<file path="config.mk">
export PLATFORM = sky130hd
export DESIGN_NAME = weight_buffer_db
export DESIGN_NICKNAME = d
export VERILOG_FILES = /design/src/rtl/weight_buffer_db.sv
export SDC_FILE = /design/constraint.sdc
export NUM_CORES = 1
export LEC_CHECK = 0
export ABC_AREA = 1
export CAP_MARGIN = 20
export CELL_PAD_IN_SITES_DETAIL_PLACEMENT = 1
export CELL_PAD_IN_SITES_GLOBAL_PLACEMENT = 1
export CORE_MARGIN = 2
export CORE_UTILIZATION = 30
export DETAILED_ROUTE_END_ITERATION = 10
export HOLD_SLACK_MARGIN = 0.12
export PLACE_DENSITY = 0.65
export SKIP_LAST_GASP = 1
export SLEW_MARGIN = 5
export SYNTH_ARGS = -nofsm -noshare
export SYNTH_HDL_FRONTEND = slang
export SYNTH_SLANG_ARGS = --single-unit
</file>
<file path="constraint.sdc">
create_clock -name clk -period 28.2 [get_ports clk]
set_input_delay 7.05 -clock clk [delete_from_list [all_inputs] [get_ports clk]]
set_output_delay 7.05 -clock clk [all_outputs]
set_load 0.03 [all_outputs]
</file>
<file path="src/rtl/weight_buffer_db.sv">
// weight_buffer_db: double-buffered twiddle-weight store for the full-parallel FFT
//
// A serial stream of complex weights shifts into a shadow bank through a
// valid/ready handshake. Once the shadow bank is full it is committed atomically
// to the active bank driving the butterfly array, on swap_req or automatically
// when AUTO_SWAP=1. The next set can load while the active set stays in use.
//
// Ports:
//   clk           clock, rising edge
//   rst           asynchronous reset, active-high
//   clear         discard shadow contents and restart the load
//   swap_req      request a shadow->active commit
//   din_valid     input weight valid
//   din_ready     buffer accepts input this cycle
//   din_real      input weight real part
//   din_imag      input weight imaginary part
//   load_count    words held in the shadow bank
//   shadow_full   shadow bank holds NWEIGHT words
//   swap_done     one-cycle pulse after the active bank is updated
//   weight_valid  active bank holds a committed set
//   weight_real   active real weights, slot i = [i*WIDTH +: WIDTH]
//   weight_imag   active imaginary weights, same slot layout
module weight_buffer_db #(
   parameter int NPOINT    = 3,
   parameter int WIDTH     = 16,
   parameter int AUTO_SWAP = 0,
   localparam int NWEIGHT  = NPOINT * (2 ** (NPOINT - 1)),
   localparam int CW       = $clog2(NWEIGHT + 1),
   localparam int SW       = NWEIGHT * WIDTH
) (
   input  logic          clk,
   input  logic          rst,
   input  logic          clear,
   input  logic          swap_req,
   input  logic          din_valid,
   output logic          din_ready,
   input  logic [WIDTH-1:0] din_real,
   input  logic [WIDTH-1:0] din_imag,
   output logic [CW-1:0] load_count,
   output logic          shadow_full,
   output logic          swap_done,
   output logic          weight_valid,
   output logic [SW-1:0] weight_real,
   output logic [SW-1:0] weight_imag
);

   typedef enum logic {S_LOAD, S_FULL} state_t;

   state_t        r_state;
   state_t        w_state_nx;
   logic [CW-1:0] r_count;
   logic [SW-1:0] r_sh_real;
   logic [SW-1:0] r_sh_imag;
   logic [SW-1:0] r_act_real;
   logic [SW-1:0] r_act_imag;
   logic          r_valid;
   logic          r_done;
   logic          w_accept;
   logic          w_commit;
   logic          w_last;

   assign w_last = r_count == CW'(NWEIGHT - 1);

   always_ff @(posedge clk or posedge rst) begin
      if (rst) r_state <= S_LOAD;
      else     r_state <= w_state_nx;
   end

   // clear wins over both the load-complete and the commit transitions
   always_comb begin
      w_state_nx = r_state;
      if (clear)                       w_state_nx = S_LOAD;
      else if (w_accept && w_last)     w_state_nx = S_FULL;
      else if (w_commit)               w_state_nx = S_LOAD;
   end

   // with AUTO_SWAP the commit fires on the first FULL cycle, which is also the only one
   always_comb begin
      din_ready = r_state == S_LOAD;
      w_accept  = din_ready && din_valid && !clear;
      w_commit  = r_state == S_FULL && !clear && (AUTO_SWAP != 0 || swap_req);
   end

   always_ff @(posedge clk or posedge rst) begin
      if (rst) begin
         r_count    <= '0;
         r_sh_real  <= '0;
         r_sh_imag  <= '0;
         r_act_real <= '0;
         r_act_imag <= '0;
         r_valid    <= 1'b0;
         r_done     <= 1'b0;
      end else begin
         r_done <= w_commit;
         if (clear || w_commit) r_count <= '0;
         else if (w_accept)     r_count <= r_count + CW'(1);
         // newest word enters slot 0, so arrival k ends in slot NWEIGHT-1-k
         if (w_accept) begin
            r_sh_real <= (r_sh_real << WIDTH) | SW'(din_real);
            r_sh_imag <= (r_sh_imag << WIDTH) | SW'(din_imag);
         end
         if (w_commit) begin
            r_act_real <= r_sh_real;
            r_act_imag <= r_sh_imag;
            r_valid    <= 1'b1;
         end
      end
   end

   assign load_count   = r_count;
   assign shadow_full  = r_count == CW'(NWEIGHT);
   assign swap_done    = r_done;
   assign weight_valid = r_valid;
   assign weight_real  = r_act_real;
   assign weight_imag  = r_act_imag;

endmodule

</file>
Word-level counts from Yosys, hierarchy flattened
Cells that the tools add are included.

word-level totals
  output and inout port bits = 392
  logic and storage cells = 28
  input bits = 37
  register bits after elaboration = 775

cells by class
  reduce and logical (&&, ||, !) cells = 9
  muxes and demuxes = 5
  equal/unequal tests = 2
  add/subtract/negate cells = 1
  bitwise gates (word level) = 3

operators by type and width
  operator               number
  $or A192 B16 Y192      2
  $eq A4 B4 Y1 const B   2
  $mux W4                2
  $logic_and A1 B1 Y1    5
  $add A4 B1 Y4 const B  1
  $mux W1                3
  $reduce_bool A3 Y1     1
  $reduce_bool A2 Y1     1
  $logic_not A1 Y1       1
  $logic_or A1 B1 Y1     1
  $not A1 Y1             1

Depth between registers and ports, before layout
Gate-level depths: netlist of the first run.

  depth in word-level cells = 6
  depth in mapped cells = 7
  gate-level depth less buffers = 6

Worst setup path after synthesis of the first run
No wires, ideal clock.

  kind = register to output
  from = reg r_count[0], in the netlist load_count[0]
  to = out shadow_full
  setup slack = 20.043 ns
  required time = 21.150 ns
  path buffers = 0
  cell stages (with the launch flop) = 4
  arrival = 1.107 ns
  cells stage by stage = dfrtp_1 > inv_1 > ha_1 > and3_1

on the way
  word-level cells in the longest chain between the ends = 1

ends and longest elaborated chain
  item                    RTL line  RTL
  from (decl)             51        logic [CW-1:0] r_count;
  from (signal assigned)  96        else if (w_accept) r_count <= r_count + CW'(1);
  $eq A4 B4 Y1            111       assign shadow_full = r_count == CW'(NWEIGHT);
  to (decl)               40        output logic shadow_full,

Every way passes these cells.

Final worst setup path of the first run
  from = in clear
  to = reg r_act_real[168], in the netlist weight_real[168]

on the way
  word-level cells in the longest chain between the ends = 3

ends and longest elaborated chain
  item                              RTL line  RTL
  from (decl)                       33        input logic clear,
  $logic_not A1 Y1                  81        w_commit = r_state == S_FULL && !clear && (AUTO_SWAP != 0 || swap_req);
  $logic_and A1 B1 Y1 (2 in a row)  81
  to (signal assigned)              103       r_act_real <= r_sh_real;
  to (decl)                         54        logic [SW-1:0] r_act_real;

Every way passes these cells.
A chain may end at the register's enable or synchronous reset.

==> results.md, run 1 <==
* Post-CTS clock slew at the launch and capture registers of the worst setup and hold paths at ~0.060 ns
* Total Routed Length at between 70,000 and 80,000 microns
* Achievable frequency at approximately 98 MHz
* Setup_tns at 0 ns
* Cell family contributing the most delay on the critical path: buffers and inverters
* Area fraction of the dominant cell type after synthesis at between 60 and 70%
* Type of element capturing the critical path: flip-flop
* Router iterations before antenna repair at 8
* Post-DR wirelength/cell at roughly 17 microns
* Clock Tree Root: sky130_fd_sc_hd__clkbuf_16
* Post-CTS Hold Buffers at 0
* Biggest fanout along the worst timing path at roughly 110
* Clock latency on the worst-skew pair at 0.64 ns
* Vias in the first global route at around 21,000
* Instance area at placement at 33,800 sq um
* # rows at around 110
* Critical Path Most Common Cell: sky130_fd_sc_hd__buf_4
* Min Clock Period, post-route at between 10 and 15 ns
* Postcts setup bufs at 0
* Cells taking the most area after synthesis: sky130_fd_sc_hd__dfrtp_1 (68%), sky130_fd_sc_hd__nand2_1 (11%), sky130_fd_sc_hd__o21ai_0 (8.3%)
* Share of cell area taken by muxes after synthesis at 0%
* Initial standard-cell utilization of the core at 30.2%
* Critical Path Source Type: input port
* Count of buffers from port buffering at approximately 430
* Fraction of layout instances using a drive strength above 1 at 4.98%
* Area leader, netlist: sky130_fd_sc_hd__dfrtp_1
* Synthesized Nets at about 3,000
* TritonCTS Buffers at slightly below 90
* First-pass GRT wire length at approximately 120,000 microns
* Worst Tran Pin Value at 1.11 ns
* # setup viols final at 0
* Fill cell instance count of the final layout at 10,600
* Overall Global Routing Usage at 16.2%
* Simple-Gate Fraction of Synth Area at around 11%
* Synth unique cells at 21
* Antenna Diode Count at 0
* Slowest CP cell: sky130_fd_sc_hd__buf_4
* Final #Nets at 3,303
* Compound-cell area share of the yosys netlist at between 10% and 20%
* Syn Area/Cell at between 9 and 10 sq um
* Die width at around 310 microns
* Ports placed on the boundary at between 400 and 500
* Routed Antenna Nets at 0
* Synth Area in Adders at less than 1%
* GPL Wtd Cong at slightly below 0.8
* Highest cell delay on the worst timing path at 0.85 ns
* Final non-filler cell area at 36,900 sq um
* RSZ-0062 raised after global routing: no
* Static leakage at ~16 nW
* Flops & latches, synth at between 700 and 800
* Count of pins over their slew limit at 0
* Number of antenna violations at the first check in global routing at 0
* Final hold viol count at 0
* Final worst path period share at a little over a third
* Floorplan die area at around 98,000 sq um
* Core region area at 94,600 sq um
* Drt drc at 0
* Iter 0 DRT Violations at approximately 1,400
* Most frequent cells in the layout: sky130_fd_sc_hd__nand2_1 (836), sky130_fd_sc_hd__dfrtp_1 (775), sky130_fd_sc_hd__o21ai_0 (471), sky130_fd_sc_hd__clkdlybuf4s50_1 (428), sky130_fd_sc_hd__inv_1 (355)
* Sink count of the clock tree at 775
* Max rail drop VDD at approximately 0.04 mV
* Number of maximum-capacitance constraint violations at 0
* Warning count from the yosys run at 0
* Maximum number of pins on one net before global-route repair at 264
* Tightest hold margin at between 0.4 and 0.5 ns
* Worst EP required at roughly 29 ns
* Most frequent standard cell in the layout excluding fill and tap cells: sky130_fd_sc_hd__nand2_1
* Setup clock skew after layout at 0.0232 ns
* Detail Placement HPWL at about 53,000 microns
* Outcome: complete, no violations
* Mapped cell area at 28,500 sq um
* Post-synthesis to final-layout area growth at 29.5%
* Via Count at ~20,000
* Slack of the worst reg-to-reg path at approximately 25 ns
* Max Buffers Root-to-Sink at 3
* Overall power after layout at 2.70 mW
* Total power density per cell area at around 73 nW/um^2
* Sum of overflow across all layers after global routing at 0
* Portion of the post-synthesis area used by sequential elements at just under 70%
* Arrival @ worst endpoint at 10.67 ns
* Type of the most critical hold path: flip-flop to flip-flop
* Critical path, cell by cell: clkdlybuf4s50_1 -> inv_2 -> nand3_4 -> buf_4 -> buf_4 -> buf_4 -> o21ai_0
* Detailed-route vias per instance at approximately 4.4
* Clock tree from TritonCTS: built
* Number of resized instances in the post-cts repair step at 0
* H-tree level count at 3
* Post-Synth XOR/XNOR Area at 0.0307%
* Die span in y at approximately 310 microns
* Relative max-transition margin at 26.2%
* Dominant combinational cell family by area after synthesis: compound AO/OA/AOI/OAI gates
* Worst setup path class: input port to flip-flop
* Crit path buffers/inverters at 5
* Synthesized instance count at approximately 2,900
## worst paths after layout
kind                                     to  cells past startpoint            from
setup / recovery           weight_real[168]                      7           clear
hold / removal             weight_real[182]                      2  r_sh_real[182]
setup reg to reg           weight_real[168]                      5         r_state
hold reg to reg            weight_real[182]                      2  r_sh_real[182]
max in group asynchronous  weight_imag[179]                      5             rst
min in group asynchronous     r_sh_imag[16]                      2             rst
## layer usage
layer | global-route usage (%) | wire (microns) | vias to the layer above
li1 | - | - | 9830
met1 | 21.4 | 35400 | 9979
met2 | 26.6 | 38000 | 340
met3 | 3.66 | 4150 | 92
met4 | 4.58 | 1470 | 0
met5 | 0 | 0 | -
## through the flow
step                worst slack, ns  instances  utilization [%]
floorplan                     10.52       2896                -
global placement              17.50       4438             35.7
detailed placement            17.34       4438             35.7
CTS                           17.95       4593             39.0
global route                  17.64       4595             39.0
finish                        17.97       4595             39.0
## worst min-delay path, stage by stage, from the launching register on
cell                      delay [ns]
sky130_fd_sc_hd__dfrtp_1        0.34
sky130_fd_sc_hd__nand2_1        0.05
sky130_fd_sc_hd__nand2_1        0.05
## cell usage after synthesis (all sizes together)
master	n
a21oi	2
and3	1
buf	108
clkbuf	61
dfrtp	775
ha	2
inv	359
nand2	836
nand3	7
nor2	3
o21ai	739
o2bb2ai	1
or2	1
xor2	1
## power breakdown
group          total [mW]  switching, mW  internal, mW
registers            1.28         0.0556          1.22
clock network        1.21          0.466         0.744
logic               0.213          0.147        0.0659
## kinds of logic after synthesis
kind of cell	count (synthesis)
fa+ha+maj	2
compound gates	742
simple gates	848
buf+inv	528
flops	775
xor+xnor	1
## state kept, by name, indices dropped and copies added, names as in the netlist
| register | count |
|---|---|
| r_sh_imag | 192 |
| r_state | 1 |
| weight_real | 192 |
| load_count | 4 |
| weight_valid | 1 |
| r_sh_real | 192 |
| weight_imag | 192 |
| swap_done | 1 |
## area by class of cell
class                   instances  area (sq um)  share of cell area (%)
flip-flops and latches        775         19400                    52.5
multi-input cells            1593          6980                    18.9
well taps                    1265          1580                    4.29
inverters                     359          1350                    3.66
clock inverters                31           551                    1.49
repair buffers                448          4550                    12.3
clock buffers                 124          2530                    6.84
No activity file was read; power rests on OpenSTA's default activity.
==> run 2: changes to the inputs <==
==> constraint.sdc (replaced) <==
create_clock -name clk -period 8.8 [get_ports clk]
set_input_delay 2.2 -clock clk [delete_from_list [all_inputs] [get_ports clk]]
set_output_delay 2.2 -clock clk [all_outputs]
set_load 0.03 [all_outputs]
==> run 2 against run 1 <==
Effect of this change:
- critical path depth shrank 3
- sequential share of layout area grew 0.068 points
- via count is essentially flat
- die area is the same
- worst hold slack lost 0.0057 ns
==> results.md, run 2 (synthesis results as in run 1) <==
* Outcome: complete, no violations
* Sum of overflow across all layers after global routing at 0 (unchanged)
* Post-DR wirelength/cell at 17.3 microns (+0.39%)
* PnR worst setup slack at 4.43 ns (-13.54 ns)
* Post-synthesis to final-layout area growth at 29.3%
* Relative max-transition margin at 27.4% (+1.1 points)
* Final #Nets at 3,306 (+0.091%)
* Dpl cells at 4,443 (+0.11%)
* Detail Placement HPWL at 53,300 microns (+1.2%)
* Highest cell delay on the worst timing path at 0.72 ns (-0.13 ns)
* Vias in the first global route at 21,100 (-0.42%)
* Tightest hold margin at 0.464 ns (-0.00573 ns)
* Max rail drop VDD at 0.127 mV (+210%)
* Count of pins over their slew limit at 0 (unchanged)
* Most frequent standard cell in the layout excluding fill and tap cells: sky130_fd_sc_hd__nand2_1
* Type of element capturing the critical path: output pin
* Ports placed on the boundary at 429 (unchanged)
* Most frequent cells in the layout: sky130_fd_sc_hd__nand2_1 (836), sky130_fd_sc_hd__dfrtp_1 (775), sky130_fd_sc_hd__o21ai_0 (471), sky130_fd_sc_hd__clkdlybuf4s50_1 (428), sky130_fd_sc_hd__inv_1 (355)
* Biggest fanout along the worst timing path at 4 (-96%)
* Instance area at placement at 33,900 sq um (+0.22%)
* Floorplan die area at 97,600 sq um (unchanged)
* Router iterations before antenna repair at 7 (-1)
* Max Buffers Root-to-Sink at 3 (unchanged)
* Die width at 312 microns (unchanged)
* Clock latency on the worst-skew pair at 0.63 ns (about the same)
* # setup viols final at 0 (unchanged)
* Fill cell instance count of the final layout at 10,600 (+0.24%)
* # rows at 113 (unchanged)
* Worst EP required at 6.60 ns (-22.04 ns)
* Clock tree from TritonCTS: built
* FF-to-FF Start: r_state
* Core region area at 94,600 sq um (unchanged)
* Initial standard-cell utilization of the core at 30.2% (unchanged)
* Final hold viol count at 0 (unchanged)
* Slowest CP cell: sky130_fd_sc_hd__clkdlybuf4s50_1
* Post-Place Worst Slack at 3.82 ns (-13.52 ns)
* Die span in y at 312 microns (unchanged)
* Overall Global Routing Usage at 16.3% (+0.071 points)
* Post-CTS clock slew at the launch and capture registers of the worst setup and hold paths at 0.06 ns (about the same)
* GPL Wtd Cong at 0.758 (-1.8%)
* Detailed-route vias per instance at 4.40 (about the same)
* Static leakage at 16.4 nW (-0.10%)
* Clock Tree Root: sky130_fd_sc_hd__clkbuf_16
* Post-route core utilization at 39.0% (-0.050 points)
* Sink count of the clock tree at 775 (unchanged)
* Final worst path period share at just under 50%
* Slack of the worst reg-to-reg path at 6.04 ns (-18.51 ns)
* Arrival @ worst endpoint at 2.17 ns (-8.50 ns)
* Sequential cell area at 19,400 sq um (unchanged)
* Setup clock skew after layout at 0.0242 ns (+0.00107 ns)
* RSZ-0062 raised after global routing: no
* Reg-to-reg endpoint: r_sh_imag[148]
* Critical path, cell by cell: inv_1 -> ha_1 -> and3_1 -> clkdlybuf4s50_1
* Type of the most critical hold path: flip-flop to flip-flop
* Min Clock Period, post-route at 4.37 ns
* H-tree level count at 3 (unchanged)
* Worst Tran Pin Value at 1.09 ns (-0.0172 ns)
* First-pass GRT wire length at 125,000 microns (+0.32%)
* Post-CTS Hold Buffers at 0 (unchanged)
* Number of standard cells in the layout, taps in and fillers out at 4,599 (+0.087%)
* Maximum number of pins on one net before global-route repair at 266 (+0.76%)
* Postcts setup bufs at 0 (unchanged)
* Antenna Diode Count at 0 (unchanged)
* Hold Path End: weight_valid
* Final non-filler cell area at 36,900 sq um (-0.13%)
* Worst reg2reg path depth at 6 (+1)
* Count of buffers from port buffering at 428 (unchanged)
* Area used by multi-input combinational logic at 6980 sq um (unchanged)
* Number of antenna violations at the first check in global routing at 3 (+3)
* Total Routed Length at 79,400 microns (+0.48%)
* Achievable frequency at 229 MHz
* Iter 0 DRT Violations at 1,483 (+6.3%)
* Worst hold stages at 1 (-1)
* Routed Antenna Nets at 0 (unchanged)
* TritonCTS Buffers at 87 (unchanged)
* Number of resized instances in the post-cts repair step at 0 (unchanged)
* Critical Path Source Type: flip-flop
* Worst Min Path Start: weight_valid
* Fraction of layout instances using a drive strength above 1 at 5.13% (+0.14 points)
* Drt drc at 0 (unchanged)
* Total power density per cell area at 232 nW/um^2 (+220%)
* Number of maximum-capacitance constraint violations at 0 (unchanged)
* Worst setup path class: flip-flop to output pin
* Via Count at 20,200 (-0.0049%)
==> run 2: how the worst max path moves through the flow <==
stage	start	end	slack, ns	cells past startpoint
2_1_floorplan	rst	load_count[0]	-4.03	1
3_3_place_gp	clear	r_sh_imag[163]	3.98	7
3_5_place_dp	clear	r_sh_imag[148]	3.82	7
4_1_cts	load_count[0]	shadow_full	4.34	4
5_1_grt	clear	r_sh_imag[148]	4.27	7
6_report	load_count[0]	shadow_full	4.43	4
==> run 2: power by group <==
group	internal [mW]	leakage [nW]	switching [mW]	total (mW)
Combinational	0.211	4.42	0.476	0.687
Sequential	3.91	10.5	0.183	4.09
Clock	2.32	1.48	1.47	3.79
Total	6.44	16.4	2.13	8.57
==> run 2: layout make-up <==
type	instances	area share (%)
clock inverters	28	1.07
clock buffers	128	7.09
well taps	1265	4.29
repair buffers	451	12.4
multi-input cells	1593	18.9
inverters	359	3.66
flip-flops and latches	775	52.6
==> run 2: worst max-delay path: cells and delay by family (launching register included) <==
| family | cells | cell delay [ns] |
|---|---|---|
| flip-flops | 1 | 0.41 |
| adder cells (fa/ha/maj) | 1 | 0.14 |
| AND/OR/NAND/NOR | 1 | 0.16 |
| buffers and inverters | 2 | 0.83 |
==> run 2: per-stage QoR <==
stage / total power, mW / TNS [ns]
floorplan: 4.60 / -3124.06
global placement: 4.83 / 0
detailed placement: 4.86 / 0
CTS: 8.72 / 0
global route: 9.01 / 0
finish: 8.57 / 0
==> run 2: metal layers <==
layer  up-vias  GRT usage (%)  wire length [microns]
met5         -              0                     34
met2       363           26.8                  38300
li1       9837              -                      -
met3       106           4.15                   4320
met1      9928           21.2                  35000
met4         6           4.48                   1740
